[src/rtl/sipo_deser.sv]
// Serial-in/parallel-out deserialiser with valid/ready handshakes on both sides.
// Define SIPO_PARITY_EN to append an even-parity bit per frame and expose o_perr.
module sipo_deser #(
    parameter int WIDTH     = 4,
    parameter bit MSB_FIRST = 1'b0
) (
    input  logic             clk,
    input  logic             rst,
    input  logic             i,
    input  logic             i_valid,
    output logic             i_ready,
    output logic [WIDTH-1:0] o,
    output logic             o_valid,
    input  logic             o_ready,
`ifdef SIPO_PARITY_EN
    output logic [$clog2(WIDTH+1)-1:0] bit_cnt,
    output logic                       o_perr
`else
    output logic [$clog2(WIDTH)-1:0]   bit_cnt
`endif
);

`ifdef SIPO_PARITY_EN
    localparam int FRAME = WIDTH + 1;
`else
    localparam int FRAME = WIDTH;
`endif
    localparam int CW   = $clog2(FRAME);
    // Shift register holds every frame bit except the last, which comes from i.
    localparam int SR_W = FRAME - 1;
    localparam logic [CW-1:0] LAST = CW'(FRAME - 1);

    logic [SR_W-1:0]  r_sr;
    logic [SR_W-1:0]  w_sr_next;
    logic [CW-1:0]    r_cnt;
    logic [WIDTH-1:0] r_o;
    logic             r_valid;
    logic [WIDTH-1:0] w_word;
    logic             w_last;
    logic             w_accept;
    logic             w_done;
    logic             w_shift_en;

    assign w_last   = (r_cnt == LAST);
    // i_ready is combinational from o_ready: the final bit may enter on the
    // same edge the held word is consumed.
    assign i_ready  = ~w_last | ~r_valid | o_ready;
    assign w_accept = i_valid & i_ready;
    assign w_done   = w_accept & w_last;

`ifdef SIPO_PARITY_EN
    assign w_shift_en = w_accept & ~w_last;
    assign w_word     = r_sr;
`else
    assign w_shift_en = w_accept;
    assign w_word     = MSB_FIRST ? {r_sr, i} : {i, r_sr};
`endif

    generate
        if (SR_W == 1) begin : g_sr1
            assign w_sr_next = i;
        end else if (MSB_FIRST) begin : g_msb
            assign w_sr_next = {r_sr[SR_W-2:0], i};
        end else begin : g_lsb
            assign w_sr_next = {i, r_sr[SR_W-1:1]};
        end
    endgenerate

    always_ff @(posedge clk or posedge rst) begin
        if (rst) begin
            r_sr <= '0;
        end else if (w_shift_en) begin
            r_sr <= w_sr_next;
        end
    end

    always_ff @(posedge clk or posedge rst) begin
        if (rst) begin
            r_cnt <= '0;
        end else if (w_accept) begin
            r_cnt <= w_last ? '0 : r_cnt + CW'(1);
        end
    end

    always_ff @(posedge clk or posedge rst) begin
        if (rst) begin
            r_o <= '0;
        end else if (w_done) begin
            r_o <= w_word;
        end
    end

    // A completion on the consume edge keeps valid high: no bubble.
    always_ff @(posedge clk or posedge rst) begin
        if (rst) begin
            r_valid <= 1'b0;
        end else if (w_done) begin
            r_valid <= 1'b1;
        end else if (o_ready) begin
            r_valid <= 1'b0;
        end
    end

`ifdef SIPO_PARITY_EN
    logic r_perr;

    always_ff @(posedge clk or posedge rst) begin
        if (rst) begin
            r_perr <= 1'b0;
        end else if (w_done) begin
            r_perr <= (^r_sr) ^ i;
        end
    end

    assign o_perr = r_perr;
`endif

    assign o       = r_o;
    assign o_valid = r_valid;
    assign bit_cnt = r_cnt;

endmodule

[config.mk]
export PLATFORM = sky130hd
export DESIGN_NAME = sipo_deser
export DESIGN_NICKNAME = d
export VERILOG_FILES = /design/src/rtl/sipo_deser.sv
export SDC_FILE = /design/constraint.sdc
export NUM_CORES = 1
export LEC_CHECK = 0
export BUFFER_PORTS_ARGS = -buffer_cell sky130_fd_sc_hd__buf_2
export CORE_AREA = 5 5 42 44
export DETAILED_ROUTE_END_ITERATION = 8
export DIE_AREA = 0 0 47 49
export PLACE_DENSITY = 0.54
export RECOVER_POWER = 50
export SYNTH_ARGS = -nofsm -noshare
export SYNTH_HDL_FRONTEND = slang
export SYNTH_SLANG_ARGS = --single-unit
[constraint.sdc]
create_clock -name clk -period 2 [get_ports clk]
set_clock_uncertainty 0.05 [all_clocks]
set_input_delay 0.2 -clock clk [delete_from_list [all_inputs] [get_ports clk]]
set_output_delay 0.2 -clock clk [all_outputs]
set_load 0.02 [all_outputs]
## After elaboration in Yosys (flattened, before gate mapping)

Index checks and enable logic that the tools add are counted.

| word-level totals | value |
|---|---|
| bits in registers | 10 |
| input port bits | 5 |
| output and inout bits | 8 |

| cells by class | value |
|---|---|
| $add $sub $neg | 1 |
| bitwise logic cells | 6 |
| mux-type cells | 3 |
| reduce and logical (&&, ||, !) cells | 1 |
| equal/unequal tests | 1 |

Operator list:

| kind | number |
|---|---|
| $add A2 B1 Y2 const B | 1 |
| $and A1 B1 Y1 | 2 |
| $eq A2 B2 Y1 const B | 1 |
| $mux W1 | 2 |
| $mux W2 | 1 |
| $not A1 Y1 | 2 |
| $or A1 B1 Y1 | 2 |
| $reduce_bool A2 Y1 | 1 |

## Logic depth before layout (Yosys ltp)

| logic depth | value |
|---|---|
| word-level depth | 7 |
| depth in mapped cells | 4 |
| depth with buffers taken out | 4 |

## Least setup slack after synthesis

OpenSTA, ideal clock, no wires.

| timing path | value |
|---|---|
| path kind | reg2reg |
| from | reg r_cnt[0], in the netlist bit_cnt[0] |
| to | reg r_sr[0] |
| path buffers | 0 |
| required time | 1825 ps |
| arrival | 1383 ps |
| path slack | 442 ps |
| stages on the path, launching flop included | 5 |
| cell sequence | dfrtp_1 -> ha_1 -> nand3b_2 -> nand2_4 -> mux2_2 |

| on the way | value |
|---|---|
| word-level cells in the longest chain between the ends | 5 |

Ends and longest elaborated chain:

| element | RTL line | text |
|---|---|---|
| start: declaration | 35 | `logic [CW-1:0] r_cnt;` |
| start signal: assignment | 81 | `r_cnt <= w_last ? '0 : r_cnt + CW'(1);` |
| $eq A2 B2 Y1 | 44 | `assign w_last = (r_cnt == LAST);` |
| $not A1 Y1 | 47 | `assign i_ready = ~w_last \| ~r_valid \| o_ready;` |
| $or A1 B1 Y1 (2 in series) | 47 |  |
| net i_ready | 11 | `output logic i_ready,` |
| $and A1 B1 Y1 | 48 | `assign w_accept = i_valid & i_ready;` |
| end signal: assignment | 73 | `r_sr <= w_sr_next;` |
| end: declaration | 33 | `logic [SR_W-1:0] r_sr;` |

The timed path passes the listed nets, and every way through them passes these cells.
A chain may end at the register's enable or synchronous reset.

## Final worst setup path

| timing path | value |
|---|---|
| from | reg r_cnt[0], in the netlist bit_cnt[0] |
| to | out i_ready |

| on the way | value |
|---|---|
| word-level cells in the longest chain between the ends | 4 |

Ends and longest elaborated chain:

| element | RTL line |
|---|---|
| $eq A2 B2 Y1 | 44 |
| $not A1 Y1 | 47 |
| $or A1 B1 Y1 (2 in series) | 47 |
| end: declaration | 11 |

No other way between the ends.

==> flow_metrics.py <==
metrics = {
    "floorplanning": {
        "core_mm2": 0.001401,
        "fp.dieArea_mm2": 0.002303,
        "initial_utilization_pct": 30.89,
        "io_pins": 13,
        "row_count": 14,
        "die_y_um": 49,
        "die_w_um": 47,
    },
    "clock_network": {
        "htree_levels": 1,
        "path_clk_slew_ns": 0.06,
        "clock-sinks": 10,
        "clk_latency_ns": 0.25,
        "cts_buffer_depth": 2,
        "tritoncts": "done",
        "cts_made_buffers": 3,
        "cts_setup_buffers": 0,
        "root_buffer": "clkbuf_4",
        "cts_hold_buf": 1,
        "cts_resized": 0,
    },
    "critical_path": {
        "start_kind": "flip-flop",
        "r2r_slack_ns": 0.56,
        "slowest_delay_ns": 0.40,
        "reg2regPathDepth": 4,
        "crit_arrival_ns": 1.22,
        "cp_num_buf_inv": 1,
        "worstPathMaxFanout": 4,
        "worstPathCellList": "ha_1 > nand3b_2 > buf_2",
        "r2r-start": "bit_cnt[0]",
        "cp.required_ns": 1.75,
        "rr_endpoint": "o[0]",
        "startpoint": "bit_cnt[0]",
        "slowest_stage": "dfrtp_1",
        "worstSetupEndpointType": "output pin",
        "path_class": "flip-flop to output pin",
        "crit_family": "flip-flops",
    },
    "power": {
        "total_power_w": 0.0008012,
        "leakage_nw": 0.2609,
        "p_seq_share_pct": 43.2,
        "pwr-share-comb_pct": 41.1,
        "p_int_w": 0.0004994,
        "p_per_area_mw_per_mm2": 1486,
        "vdd_drop_max_mv": 0.5411,
        "pwr-share-clk_pct": 15.7,
        "swShare_pct": 37.67,
        "p_sw_w": 0.0003019,
    },
    "logic_synthesis": {
        "syn-mean-instance-area_um2": 14.93,
        "syn-cell-area_um2": 432.9,
        "synth_seq_cells": 10,
        "syn_inst": 29,
        "yosysTopAreaCellShare_pct": 57.80,
        "synth_fp_nets": 35,
        "synthTopCellsByArea": "dfrtp_1, mux2_2, a21oi_4, mux2_4, ha_1",
        "synth_top_area_cell": "dfrtp_1",
        "synth_warnings": 0,
        "yosysSeqAreaShare_pct": 57.80,
        "ys_types": 13,
    },
    "final_layout": {
        "layout-drive-gt1-share_pct": 48.89,
        "final_net_count": 53,
        "fin_area_um2": 539.3,
        "finish.utilization_pct": 38.48,
        "num_antenna_cells": 0,
        "syn_to_final_growth_pct": 24.57,
    },
    "timing": {
        "finalCritPeriodShare_pct": 73.63,
        "slew_viol_final": 0,
        "hold_slack_ns": 0.1170,
        "slew_headroom_pct": 75.72,
        "timing.final.crit_period_ns": 1.473,
        "hold_viol": 0,
        "setup_viol": 0,
        "rsz0062_at_grt": "false",
        "setup_tns_ns": 0,
        "worst_slew_pin_slew_ns": 0.3638,
        "fmax_mhz": 679.1,
    },
    "global_routing": {
        "overflow": 0,
        "grt_pass1_vias": 322,
        "grt_first_pass_wirelength_um": 1366,
        "grt_max_degree": 11,
        "antenna_found_initial": 0,
        "track_usage_pct": 8.547,
    },
    "route": {
        "routedWlPerCell_um": 13.07,
        "route.met3.wl_um": 71,
        "drc": 0,
        "drt_iter0_drc": 2,
        "wl_um": 797,
        "drt_first_pass_iters": 2,
        "wl_met1_um": 304,
        "ant_nets": 0,
        "vias": 284,
        "highest-signal-layer": "met4",
        "via_per_inst": 4.656,
        "wl_met2_um": 398,
    },
    "run": {
        "drv_cap": 0,
    },
    "place": {
        "placed_cell_area_um2": 513.0,
        "port_buffers": 12,
        "place_congestion": 0.7463,
    },
    "hold_path": {
        "hold_depth": 2,
        "hold_end": "o_valid",
        "hold_start": "o_ready",
        "hold_class": "input pin to flip-flop",
    },
    "status": {
        "status": "finished clean",
    },
}
## layer usage
metal / track usage (%) / vias to the layer above
li1: - / 133
met1: 8.884 / 136
met2: 12.90 / 11
met3: 3.321 / 4
met4: 6.912 / 0
met5: 0 / -
## cells in the mapped netlist
| library cell | count |
|---|---|
| nand2_4 | 1 |
| dfrtp_1 | 10 |
| mux2_4 | 1 |
| o21ai_0 | 1 |
| nand3b_2 | 1 |
| ha_1 | 1 |
| a21o_1 | 1 |
| mux2_2 | 6 |
| inv_1 | 3 |
| a21oi_4 | 1 |
| nand2_2 | 1 |
| mux2_1 | 1 |
| nor3b_1 | 1 |
## worst register-to-register path: cells and delay by family (launching register included)
kind                     cells  cell delay, ns
flip-flops                   1            0.39
multiplexers                 1            0.36
AO/OA/AOI/OAI                1            0.19
adder cells (fa/ha/maj)      1            0.23
AND/OR/NAND/NOR              1            0.12
## registers in the layout, indices dropped and copies added, names as in the netlist
register / cells
o: 4
r_sr: 3
bit_cnt: 2
o_valid: 1
## cell usage in the layout, fill, tap and decap left out, types with 3 or more instances in the layout
master    instances
dfrtp_1          10
clkbuf_1          3
clkbuf_4          3
buf_2             9
inv_1             3
mux2_2            6
## worst max path at each step
stage	endpoint	slack [ns]	cells past startpoint
after floorplan	r_sr[0]	0.44	4
after global placement	o[2]	0.62	4
after detailed placement	o[0]	0.58	4
after CTS	i_ready	0.50	3
after global routing	i_ready	0.47	3
final	i_ready	0.53	3
## logic make-up (layout without fill, tap and decap cells)
logic type      after synthesis  count (layout)  share of synthesized area [%]
fa+ha+maj                     1               1                          2.890
mux                           8               8                          21.67
compound gates                3               3                          6.648
buf+inv                       3              19                          2.601
flops                        10              10                          57.80
simple gates                  4               4                          8.383
## stage by stage
| stage | std cells | worst slack, ns |
|---|---|---|
| floorplan | 29 | 0.4425 |
| global placement | 57 | 0.6235 |
| detailed placement | 57 | 0.5795 |
| CTS | 61 | 0.4968 |
| global route | 61 | 0.4674 |
| finish | 61 | 0.5275 |
## area by class of cell
type,instances,area (um2)
clock buffer,3,22.52
tap,16,20.02
inverter,3,11.26
multi-input combinational,16,168.9
sequential,10,250.2
fill,145,862.1
timing repair buffer,13,66.31
## power groups by stage
stage                     logic (W)  clock network (W)  registers (W)
after floorplan            0.000147                  0       0.000431
after global placement     0.000334                  0       0.000342
after detailed placement   0.000345                  0       0.000349
after CTS                  0.000349           0.000134       0.000345
after global routing       0.000359           0.000143       0.000359
final                      0.000329           0.000126       0.000346
Power figures use the tool's default switching activity.
